==> src/rtl/serial_tx_arbiter.sv <==
// Round-robin arbiter sharing one serial_tx byte channel among PORTS requesters.
// A grant lasts for a whole message, with optional forced rotation after MAX_BYTES bytes.
module serial_tx_arbiter #(
   parameter int PORTS     = 4,
   parameter int MAX_BYTES = 16,
   parameter int PORT_BITS = 2
) (
   input  logic                 clk,
   input  logic                 rst,
   input  logic [PORTS-1:0]     req,
   output logic [PORTS-1:0]     gnt,
   input  logic [8*PORTS-1:0]   data,
   input  logic [PORTS-1:0]     new_data,
   output logic [PORTS-1:0]     busy,
   output logic [7:0]           tx_data,
   output logic                 new_tx_data,
   input  logic                 tx_busy
);

   localparam int CNT_W = (MAX_BYTES < 1) ? 1 : $clog2(MAX_BYTES + 1);
   localparam logic [CNT_W-1:0]     CNT_MAX   = CNT_W'(MAX_BYTES);
   localparam logic [PORT_BITS-1:0] LAST_PORT = PORT_BITS'(PORTS - 1);
   localparam bit                   ROTATE_EN = (MAX_BYTES != 0);

   typedef enum logic [1:0] {
      IDLE  = 2'b01,
      GRANT = 2'b10
   } state_t;

   state_t               state_q, state_d;
   logic [PORT_BITS-1:0] owner_q, owner_d;
   logic [PORT_BITS-1:0] last_q, last_d;
   logic [CNT_W-1:0]     count_q, count_d;
   logic [PORTS-1:0]     gnt_q, gnt_d;
   logic [7:0]           tx_data_q, tx_data_d;
   logic                 new_tx_q, new_tx_d;
   logic                 guard_q;

   logic                 chan_free;
   logic                 found;
   logic [PORT_BITS-1:0] winner;
   logic [PORT_BITS-1:0] cand;
   logic                 owner_req;
   logic                 owner_accept;
   logic [7:0]           owner_byte;
   logic                 others_pending;
   logic                 rotate;

   // The channel is blocked while serial_tx is busy, in the strobe cycle, and in the
   // cycle after it, before serial_tx has had a chance to raise tx_busy.
   assign chan_free = !(tx_busy || new_tx_q || guard_q);

   assign owner_req      = req[owner_q];
   assign owner_byte     = data[{owner_q, 3'b000} +: 8];
   assign owner_accept   = new_data[owner_q] && gnt_q[owner_q] && chan_free;
   assign others_pending = |(req & ~gnt_q);
   assign rotate         = ROTATE_EN && (count_q == CNT_MAX) && others_pending;

   // First requester found scanning from last+1 around to last itself.
   always_comb begin
      found  = 1'b0;
      winner = '0;
      cand   = '0;
      for (int k = 1; k <= PORTS; k++) begin
         cand = PORT_BITS'((int'(last_q) + k) % PORTS);
         if (!found && req[cand]) begin
            found  = 1'b1;
            winner = cand;
         end
      end
   end

   always_ff @(posedge clk) begin
      // NOTE: non-blocking assignments so every register samples its peers' pre-edge values.
      if (rst) begin
         state_q   <= IDLE;
         owner_q   <= '0;
         last_q    <= LAST_PORT;
         count_q   <= '0;
         gnt_q     <= '0;
         tx_data_q <= '0;
         new_tx_q  <= 1'b0;
         guard_q   <= 1'b0;
      end else begin
         state_q   <= state_d;
         owner_q   <= owner_d;
         last_q    <= last_d;
         count_q   <= count_d;
         gnt_q     <= gnt_d;
         tx_data_q <= tx_data_d;
         new_tx_q  <= new_tx_d;
         guard_q   <= new_tx_q;
      end
   end

   always_comb begin
      // NOTE: every signal gets a default first so no branch can leave one unassigned and infer a latch.
      state_d   = state_q;
      owner_d   = owner_q;
      last_d    = last_q;
      count_d   = count_q;
      gnt_d     = gnt_q;
      tx_data_d = tx_data_q;
      new_tx_d  = 1'b0;
      case (state_q)
         GRANT: begin
            if (owner_accept) begin
               tx_data_d = owner_byte;
               new_tx_d  = 1'b1;
               if (count_q != CNT_MAX) begin
                  count_d = count_q + 1'b1;
               end
            end
            // A byte accepted in the releasing cycle is still sent above.
            if (!owner_req || rotate) begin
               state_d = IDLE;
               gnt_d   = '0;
            end
         end
         default: begin
            gnt_d = '0;
            if (found) begin
               state_d       = GRANT;
               owner_d       = winner;
               last_d        = winner;
               count_d       = '0;
               gnt_d[winner] = 1'b1;
            end else begin
               state_d = IDLE;
            end
         end
      endcase
   end

   always_comb begin
      gnt         = gnt_q;
      busy        = ~gnt_q | {PORTS{!chan_free}};
      tx_data     = tx_data_q;
      new_tx_data = new_tx_q;
   end

endmodule
==> config.mk <==
export PLATFORM = sky130hd
export DESIGN_NAME = serial_tx_arbiter
export DESIGN_NICKNAME = d
export VERILOG_FILES = /design/src/rtl/serial_tx_arbiter.sv
export SDC_FILE = /design/constraint.sdc
export NUM_CORES = 1
export LEC_CHECK = 0
export CORE_ASPECT_RATIO = 1.5
export CORE_UTILIZATION = 28
export DETAILED_ROUTE_END_ITERATION = 8
export PLACE_DENSITY_LB_ADDON = 0.08
export SKIP_LAST_GASP = 1
export SYNTH_ARGS = -nofsm -noshare
export SYNTH_HDL_FRONTEND = slang
export SYNTH_SLANG_ARGS = --single-unit
==> constraint.sdc <==
create_clock -name clk -period 5.4 [get_ports clk]
set_clock_uncertainty 0.05 [all_clocks]
set_input_delay 0.81 -clock clk [delete_from_list [all_inputs] [get_ports clk]]
set_output_delay 0.81 -clock clk [all_outputs]
set_load 0.01 [all_outputs]
==> summary.md, run 1 <==
| Metric | Value |
|---|---|
| Least-Margin Pin Slew | ~0.76 ns |
| Die H | roughly 90 um |
| RePlAce Congestion | 0.7109 |
| Pleak | approximately 0.71 nW |
| Synthesized Nets | 200 |
| Initial drt markers | 16 |
| Crit-path cells | clkdlybuf4s50_1 > nor3_2 > nand2_1 > clkdlybuf4s50_1 |
| FILL cells | 510 |
| Slew HR | 0.4951 |
| Total CTS buffers | 3 |
| Metal-1 WL | around 1600 um |
| Sequential area share after synthesis | 0.3436 |
| Area of the core | approximately 5000 um^2 |
| Worst hold start | tx_data[7]$_SDFFE_PP0P_ |
| Power Dens Cells | 207.0 nW/um^2 |
| IO buf count | roughly 60 |
| Reg2Reg Depth | 3 |
| Top Metal Used | met4 |
| Reg2Reg Setup Slack | just over 3 ns |
| Post-cts resize count | 0 |
| CTS root buf | clkbuf_8 |
| Fin crit share | 0.5819 |
| Die footprint | 5500 um^2 |
| Fmax | roughly 320 MHz |
| WHS Endpoint | tx_data[7]$_SDFFE_PP0P_ |
| FP Rows | 31 |
| Drt pass-1 iters | 6 |
| Met2 wire len | 2267 um |
| I/O pins | 60 |
| Total Neg Setup Slack | 0 ns |
| Vias per inst | roughly 5.2 |
| CP Max Fanout | 8 |
| Max-cap violations | 0 |
| Area occupied by multi-input gates | around 880 um^2 |
| Syn Inst Count | 155 |
| Number of synthesized register bits | 25 |
| GRT Util Overall | 0.1555 |
| Final min period | between 3 and 4 ns |
| Final hold violation count | 0 |
| First-pass GRT wire length | between 6000 and 7000 um |
| RR Startpoint | owner_q[1]$_SDFFE_PP0P_ |
| Crit path DAT | between 2 and 2.5 ns |
| Layout area overhead | 46.39% |
| Register area | 500.5 um^2 |
| R2r endpoint | count_q[3]$_SDFFE_PP0P_ |
| Status | complete, no violations |
| Crit end category | output pin |
| RSZ-0062 raised after global routing | false |
| Critical Path RT | between 4 and 5 ns |
| Antenna violations before repair | 0 |
| Cts hold-fix bufs | 0 |
| Wire per inst | 15.20 um |
| H-tree lvl count | 1 |
| Post-synth cell types | 34 |
| Final cell count without fillers | between 200 and 300 |
| Num Clock Sinks | 25 |
| Post-Route Utilization | 0.4328 |
| Finished Cell Area | 2132 um^2 |
| Final setup violation count | 0 |
| Total grt overflow | 0 |
| HPWL after detailed placement | around 3300 um |
| Die X | just over 60 um |
| Via count | roughly 1,400 |
| Detailed-routed wire length on met3 | roughly 220 um |
| CTS clock-pin slew for the worst setup and hold paths | approximately 0.090 ns |
| Critical path type | input pin to output pin |
| Ant diodes | 0 |
| CP max stage delay | around 0.50 ns |
| Post-route ant nets | 0 |
| Setup repair bufs after CTS | 0 |
| Warnings from Yosys | 0 |
| Remaining DRCs | 0 |
| WHS Path Cells | 2 |
| Clock latency on the worst-skew pair | 0.27 ns |
| Largest net degree at the start of global routing | 21 |
| Share of cells above drive strength 1 | 0.08134 |
| Worst hold path class | flip-flop to flip-flop |
| Post-Route WL | 4181 um |
| CTS tree | built |
| Max Root-Sink Buffers | 2 |
| DP Cell Count | 271 |
| Initial core utilization | 0.2957 |
| Worst VDD drop | between 100 and 150 uV |
| CP Launch Type | input pin |
| Final nets | about 260 |
| CP most frequent cell | clkdlybuf4s50_1 |
| Vias in the first global route | approximately 1,400 |
| Average cell area after synthesis | 9.396 um^2 |
| Mapped cell area | 1456 um^2 |
| Pins Over Slew Limit | 0 |
| Area post-placement | about 2100 um^2 |
| Critical path's slowest cell | clkdlybuf4s50_1 |
-- state kept, by name, summed over array words and instances, names as in the netlist --
name,flops
tx_data,8
guard_q,1
state_q,2
gnt,4
count_q,5
owner_q,2
last_q,2
new_tx_data,1
-- per-stage QoR --
| stage | total power, mW | hold slack, ns | setup WS (ns) |
|---|---|---|---|
| after floorplan | 0.2783 | 0.3965 | 3.196 |
| after global placement | 0.3335 | 0.4100 | 2.243 |
| after detailed placement | 0.3354 | 0.4294 | 2.229 |
| after CTS | 0.4470 | 0.4418 | 2.217 |
| after global routing | 0.4651 | 0.4678 | 2.144 |
| final | 0.4413 | 0.4457 | 2.258 |
-- critical path: cells and delay by family --
kind	cells	cell delay (ns)
buffers and inverters	2	0.93
AND/OR/NAND/NOR	2	0.54
-- power by group --
| part | internal (mW) | switching [mW] |
|---|---|---|
| clock network | 0.0528 | 0.0583 |
| logic | 0.0724 | 0.0463 |
| registers | 0.193 | 0.0181 |
-- area by class of cell --
type | count | share of cell area
Multi-Input combinational cell | 113 | 0.4143
Tap cell | 66 | 0.03873
Sequential cell | 25 | 0.2347
Clock buffer | 4 | 0.02113
Timing Repair Buffer | 59 | 0.2770
Inverter | 8 | 0.01408
-- cells by family (layout without fill, tap and decap cells) --
group / after synthesis / in the layout / share of synthesized area
flops: 25 / 25 / 0.3436
simple gates: 56 / 56 / 0.2130
mux: 11 / 11 / 0.1701
buf+inv: 17 / 71 / 0.04983
fa+ha+maj: 2 / 2 / 0.01718
compound gates: 44 / 44 / 0.2062
-- cells in the mapped netlist, drive strengths merged --
cell | instances | area share
dfxtp | 25 | 0.34
nand2 | 18 | 0.046
mux4 | 11 | 0.17
a21oi | 10 | 0.034
o31ai | 9 | 0.046
inv | 8 | 0.021
clkbuf | 7 | 0.018
nor2b | 7 | 0.030
o211ai | 6 | 0.031
nand3 | 5 | 0.017
o21ai | 5 | 0.017
and2 | 4 | 0.017
nand2b | 4 | 0.017
nor2 | 4 | 0.010
a21o | 3 | 0.015
nand4 | 3 | 0.013
o22ai | 3 | 0.013
a211o | 2 | 0.012
and2b | 2 | 0.010
buf | 2 | 0.011
ha | 2 | 0.017
nor3 | 2 | 0.010
o32ai | 2 | 0.012
or3b | 2 | 0.012
or4 | 2 | 0.010
a21boi | 1 | 0.0052
a311o | 1 | 0.0069
and3b | 1 | 0.0060
nand4b | 1 | 0.0060
nor4bb | 1 | 0.0069
o211a | 1 | 0.0069
o41ai | 1 | 0.0060
-- how the worst max path moves through the flow --
stage,from,to,slack (ns),cells past startpoint
floorplan,new_data[3],count_q[3]$_SDFFE_PP0P_,3.20,5
global placement,tx_busy,busy[3],2.24,4
detailed placement,tx_busy,busy[1],2.23,4
CTS,tx_busy,busy[2],2.22,4
global route,tx_busy,busy[1],2.14,4
finish,tx_busy,busy[2],2.26,4
-- layer usage --
layer	GRT usage	up-vias
met4	0.06439	0
met2	0.2839	47
met5	0	-
li1	-	692
met1	0.1706	674
met3	0.02006	7
-- cells in the final DEF (no fill, tap or decap), drive strengths merged, types with 3 or more instances in the layout --
cell type | Yosys | routed
a21o | 3 | 3
a21oi | 10 | 10
and2 | 4 | 4
clkbuf | 7 | 4
clkdlybuf4s50 | 0 | 59
dfxtp | 25 | 25
inv | 8 | 8
mux4 | 11 | 11
nand2 | 18 | 18
nand2b | 4 | 4
nand3 | 5 | 5
nand4 | 3 | 3
nor2 | 4 | 4
nor2b | 7 | 7
o211ai | 6 | 6
o21ai | 5 | 5
o22ai | 3 | 3
o31ai | 9 | 9
Note: power is estimated with default switching activity, not from simulation.
==> run 2: changes to the inputs <==
==> constraint.sdc (replaced) <==
create_clock -name clk -period 3.2 [get_ports clk]
set_clock_uncertainty 0.05 [all_clocks]
set_input_delay 0.48 -clock clk [delete_from_list [all_inputs] [get_ports clk]]
set_output_delay 0.48 -clock clk [all_outputs]
set_load 0.01 [all_outputs]
==> run 2 against run 1 <==
Compared with the run above:
- sequential share of layout area down 0.34 points
- critical endpoint unchanged
- utilization up 0.63 points
- clock power up 74%
- highest routed layer unchanged
- final area up 1.5%
- first-iteration DRC count up 130%
- critical path depth unchanged
- wire length up 3.3%
- register-to-register slack worse by 1.9 ns
==> summary.md, run 2 (synthesis results as in run 1) <==
| Metric | Value |
|---|---|
| IO buf count | 59 (unchanged) |
| Die H | 90.33 um (unchanged) |
| Fin crit share | 0.7792 |
| Share of cells above drive strength 1 | 0.1033 (+0.02195) |
| Vias per inst | 5.176 (+0.23%) |
| Status | complete, no violations |
| Critical Path RT | 2.67 ns (-1.87 ns) |
| FILL cells | 503 (-1.4%) |
| Fmax | between 400 and 500 MHz |
| Final min period | between 2 and 2.5 ns |
| Final setup violation count | 0 (unchanged) |
| H-tree lvl count | 1 (unchanged) |
| Crit end category | output pin |
| WHS Path Cells | 2 (unchanged) |
| Initial core utilization | 0.2957 (unchanged) |
| Drt pass-1 iters | 4 (-2) |
| CTS tree | built |
| Total grt overflow | 0 (unchanged) |
| Total Neg Setup Slack | 0 ns (unchanged) |
| First-pass GRT wire length | 6637 um (+2.4%) |
| Least-Margin Pin Slew | 0.5553 ns (-0.2011 ns) |
| Wire per inst | 15.48 um (+1.8%) |
| Max-cap violations | 0 (unchanged) |
| Cts hold-fix bufs | 0 (unchanged) |
| FP Rows | 31 (unchanged) |
| Ant diodes | 0 (unchanged) |
| Post-Route WL | 4319 um (+3.3%) |
| Clock latency on the worst-skew pair | 0.27 ns (about the same) |
| Pleak | 0.7312 nW (+3.1%) |
| Most frequent cells in the layout | clkdlybuf4s50_1, dfxtp_1, nand2_1, mux4_2, a21oi_1 |
| Total CTS buffers | 3 (unchanged) |
| Num Clock Sinks | 25 (unchanged) |
| Worst hold path class | flip-flop to flip-flop |
| Initial drt markers | 36 (+20) |
| Post-cts resize count | 0 (unchanged) |
| Setup repair bufs after CTS | 0 (unchanged) |
| HPWL after detailed placement | 3400 um (+4.0%) |
| Most common cell after layout, fill and taps aside | clkdlybuf4s50_1 |
| Layout area overhead | 48.54% |
| Pins Over Slew Limit | 0 (unchanged) |
| Final nets | 259 (+1.6%) |
| Reg2Reg Setup Slack | 1.15 ns (-1.90 ns) |
| CTS root buf | clkbuf_8 |
| RSZ-0062 raised after global routing | false |
| Final hold violation count | 0 (unchanged) |
| Power Dens Cells | 350.4 nW/um^2 (+69%) |
| GRT Util Overall | 0.1609 (+0.005383) |
| Via count | 1,444 (+1.7%) |
| Die X | 60.89 um (unchanged) |
| Crit path DAT | 1.96 ns (-0.32 ns) |
| Largest net degree at the start of global routing | 21 (unchanged) |
| Max reg flops | 8 (unchanged) |
| CP Launch Type | input pin |
| Area of the core | 4926 um^2 (unchanged) |
| RePlAce Congestion | 0.7213 (+1.5%) |
| CTS clock-pin slew for the worst setup and hold paths | 0.09 ns (about the same) |
| Antenna violations before repair | 0 (unchanged) |
| I/O pins | 60 (unchanged) |
| Critical path type | input pin to output pin |
| Reg2Reg Depth | 4 (+1) |
| Vias in the first global route | 1,511 (+6.0%) |
| Slew HR | 0.6287 (+0.1336) |
| Max Root-Sink Buffers | 2 (unchanged) |
| Remaining DRCs | 0 (unchanged) |
| CP Max Fanout | 8 (unchanged) |
| Post-route ant nets | 0 (unchanged) |
| Hold WS | 0.4375 ns (-0.008281 ns) |
| Die footprint | 5500 um^2 (unchanged) |
| Worst VDD drop | 195.8 uV (+78%) |
==> run 2: path summary, 6_finish.rpt <==
check / startpoint / to
setup / recovery: tx_busy / busy[2]
setup reg to reg: gnt[0]$_SDFFE_PP0P_ / count_q[3]$_SDFFE_PP0P_
hold / removal: tx_data[6]$_SDFFE_PP0P_ / tx_data[6]$_SDFFE_PP0P_
hold reg to reg: tx_data[6]$_SDFFE_PP0P_ / tx_data[6]$_SDFFE_PP0P_
==> run 2: worst max-delay path: stages <==
cell             delay (ns)
clkdlybuf4s50_1        0.42
nor3_2                 0.45
nand2_1                0.11
clkdlybuf4s50_1        0.50
==> run 2: power by group <==
group	switching (mW)	internal, mW
registers	0.0141	0.327
logic	0.0971	0.128
clock network	0.105	0.0872
==> run 2: per-layer routing <==
layer / vias up / global-route usage / share of wire
li1: 702 / - / -
met1: 683 / 0.1751 / 0.40
met2: 50 / 0.2995 / 0.53
met3: 9 / 0.01862 / 0.050
met4: 0 / 0.06061 / 0.018
met5: - / 0 / 0
==> run 2: cell type report <==
class / count / area (um^2) / share of cell area
flip-flops and latches: 25 / 500.5 / 0.2313
clock buffers: 3 / 41.29 / 0.01909
inverters: 8 / 30.03 / 0.01388
well taps: 66 / 82.58 / 0.03817
repair buffers: 63 / 620.6 / 0.2869
clock inverters: 1 / 5.005 / 0.002313
multi-input cells: 113 / 883.3 / 0.4083
==> run 2: stage by stage <==
stage	util	std cells	power [mW]	instance area, um^2	worst slack, ns
5_1_grt	0.4392	279	0.7964	2163	0.5777
4_1_cts	0.4392	279	0.7686	2163	0.6649
2_1_floorplan	-	155	0.4696	1456	1.326
3_3_place_gp	0.4298	275	0.5708	2117	0.7002
3_5_place_dp	0.4298	275	0.5751	2117	0.6566
6_report	0.4392	279	0.7580	2163	0.7066
==> run 3: changes to the inputs <==
==> constraint.sdc (replaced) <==
create_clock -name clk -period 2 [get_ports clk]
set_clock_uncertainty 0.05 [all_clocks]
set_input_delay 0.3 -clock clk [delete_from_list [all_inputs] [get_ports clk]]
set_output_delay 0.3 -clock clk [all_outputs]
set_load 0.01 [all_outputs]
==> run 3 against run 2 <==
Compared with the run above:
- combinational power is 69% higher
- sequential share of layout area decreased by 0.86 points
- via count increased by 4.4%
- final area is 3.9% higher
==> summary.md, run 3 (synthesis results as in run 1) <==
| Metric | Value |
|---|---|
| Status | complete, no violations |
| Final nets | 270 (+4.2%) |
| Pins Over Slew Limit | 0 (unchanged) |
| Setup WS post-layout | 0.08870 ns (-0.6179 ns) |
| Layout area overhead | 54.30% |
| GRT Util Overall | 0.1689 (+0.008005) |
| Post-place setup slack | -0.1198 ns (-0.7764 ns) |
| I/O pins | 60 (unchanged) |
| Post-route ant nets | 0 (unchanged) |
| Power, Total | 1.232 mW (+62%) |
| First-pass GRT wire length | 6969 um (+5.0%) |
| CTS tree | built |
| Worst VDD drop | 288.6 uV (+47%) |
| Drt pass-1 iters | 4 (unchanged) |
| Worst hold start | tx_data[6]$_SDFFE_PP0P_ |
| CTS root buf | clkbuf_8 |
| CP Launch Type | input pin |
| Final hold violation count | 0 (unchanged) |
| Power Dens Cells | 548.1 nW/um^2 (+56%) |
| Crit path from | tx_busy |
| Least-Margin Pin Slew | 0.5512 ns (-0.004076 ns) |
| RSZ-0062 raised after global routing | false |
| Fin crit share | 0.9556 |
| Crit end category | output pin |
| Most frequent cells in the layout | clkdlybuf4s50_1, dfxtp_1, nand2_1, buf_4, mux4_2 |
| Max Root-Sink Buffers | 2 (unchanged) |
| Logic pwr share | 0.310 (+0.013) |
| Largest net degree at the start of global routing | 19 (-9.5%) |
| RePlAce Congestion | 0.7887 (+9.3%) |
| Max-cap violations | 0 (unchanged) |
| CTS clock-pin slew for the worst setup and hold paths | 0.09 ns (about the same) |
| RR Startpoint | gnt[3]$_SDFFE_PP0P_ |
| Die footprint | 5500 um^2 (unchanged) |
| Cts hold-fix bufs | 0 (unchanged) |
| Slew HR | 0.6318 (+0.003121) |
| IO buf count | 59 (unchanged) |
| Initial core utilization | 0.2957 (unchanged) |
| FP Rows | 31 (unchanged) |
| Post-Route Utilization | 0.4562 (+0.01702) |
| WHS Path Cells | 2 (unchanged) |
| Critical path type | input pin to output pin |
| HPWL after detailed placement | 3503 um (+3.0%) |
| Remaining DRCs | 0 (unchanged) |
| Final min period | 1.911 ns |
| Num Clock Sinks | 25 (unchanged) |
| Reg2Reg Depth | 4 (unchanged) |
| Vias per inst | 5.200 (+0.47%) |
| Most common cell after layout, fill and taps aside | clkdlybuf4s50_1 |
| H-tree lvl count | 1 (unchanged) |
| Clock latency on the worst-skew pair | 0.27 ns (about the same) |
| Die X | 60.89 um (unchanged) |
| Top Metal Used | met4 |
| Post-Route WL | 4383 um (+1.5%) |
| Crit path DAT | 1.56 ns (-0.40 ns) |
| Pleak | 0.7835 nW (+7.2%) |
| Worst hold path class | flip-flop to flip-flop |
| Metal-1 WL | 1670 um (-3.1%) |
| Via count | 1,508 (+4.4%) |
| Initial drt markers | 28 (-22%) |
| Final setup violation count | 0 (unchanged) |
| Critical Path RT | 1.65 ns (-1.02 ns) |
| Die H | 90.33 um (unchanged) |
| Sequential share of power | 0.444 (-0.005) |
| Met2 wire len | 2397 um (+4.1%) |
| Internal | 0.8881 mW (+64%) |
| Total CTS buffers | 3 (unchanged) |
| Area of the core | 4926 um^2 (unchanged) |
| Max reg flops | 8 (unchanged) |
| Switch Pwr | 0.3435 mW (+59%) |
| Fmax | between 500 and 600 MHz |
| Antenna violations before repair | 0 (unchanged) |
| Share of cells above drive strength 1 | 0.1429 (+0.03957) |
| Detailed-routed wire length on met3 | 263 um (+22%) |
| Total grt overflow | 0 (unchanged) |
| Sw Ratio | 0.2789 (-0.006796) |
| Ant diodes | 0 (unchanged) |
| Clock power share | 0.246 (-0.008) |
| Wire per inst | 15.11 um (-2.4%) |
| CP Max Fanout | 5 (-3) |
| Vias in the first global route | 1,550 (+2.6%) |
==> run 3: cell types whose count changed in the layout (fill, tap and decap cells not counted) <==
cell | previous run | this run
buf_4 | 4 | 15
clkbuf_1 | 0 | 1
clkdlybuf4s50_1 | 59 | 58
clkinv_2 | 1 | 0
dlymetal6s2s_1 | 0 | 1
==> run 3: timing repair <==
action                                  in CTS  in global routing
setup buffers                                0                  1
gates resized for setup                      0                  1
endpoints found under the setup margin       0                  4
==> run 3: worst max-delay path: stages <==
cell and delay, ns:
clkdlybuf4s50_1 0.47, nor3_2 0.04, buf_4 0.15, nand2_1 0.07, clkdlybuf4s50_1 0.53
==> run 3: final timing paths <==
path              slack, ns                 endpoint
setup / recovery       0.09                  busy[0]
hold / removal         0.43  tx_data[6]$_SDFFE_PP0P_
setup reg to reg       0.22  count_q[3]$_SDFFE_PP0P_
hold reg to reg        0.43  tx_data[6]$_SDFFE_PP0P_
==> run 3: layout make-up <==
cell class              instances  area, um^2
flip-flops and latches         25       500.5
well taps                      66       82.58
repair buffers                 74       705.7
clock buffers                   4       45.04
inverters                       8       30.03
fillers                       490        2679
multi-input cells             113       883.3
==> run 3: stage by stage <==
step                      std cells  area (um^2)  hold slack [ns]  TNS, ns
final                           290         2247           0.4275        0
after global routing            290         2247           0.4606        0
after CTS                       289         2237           0.4313        0
after detailed placement        285         2192           0.4182  -0.6484
after global placement          285         2192           0.4083  -0.3882
after floorplan                 155         1456           0.3216        0
==> run 3: power groups by stage <==
stage	Combinational (mW)	Sequential (mW)	Clock, mW
finish	0.381	0.547	0.303
CTS	0.384	0.548	0.321
floorplan	0.195	0.556	0
detailed placement	0.382	0.560	0
global placement	0.377	0.559	0
global route	0.412	0.552	0.336
==> run 3: metal layers <==
metal / global-route usage / up-vias
met4: 0.06061 / 0
met2: 0.3242 / 58
met3: 0.02006 / 5
met1: 0.1752 / 720
met5: 0 / -
li1: - / 725
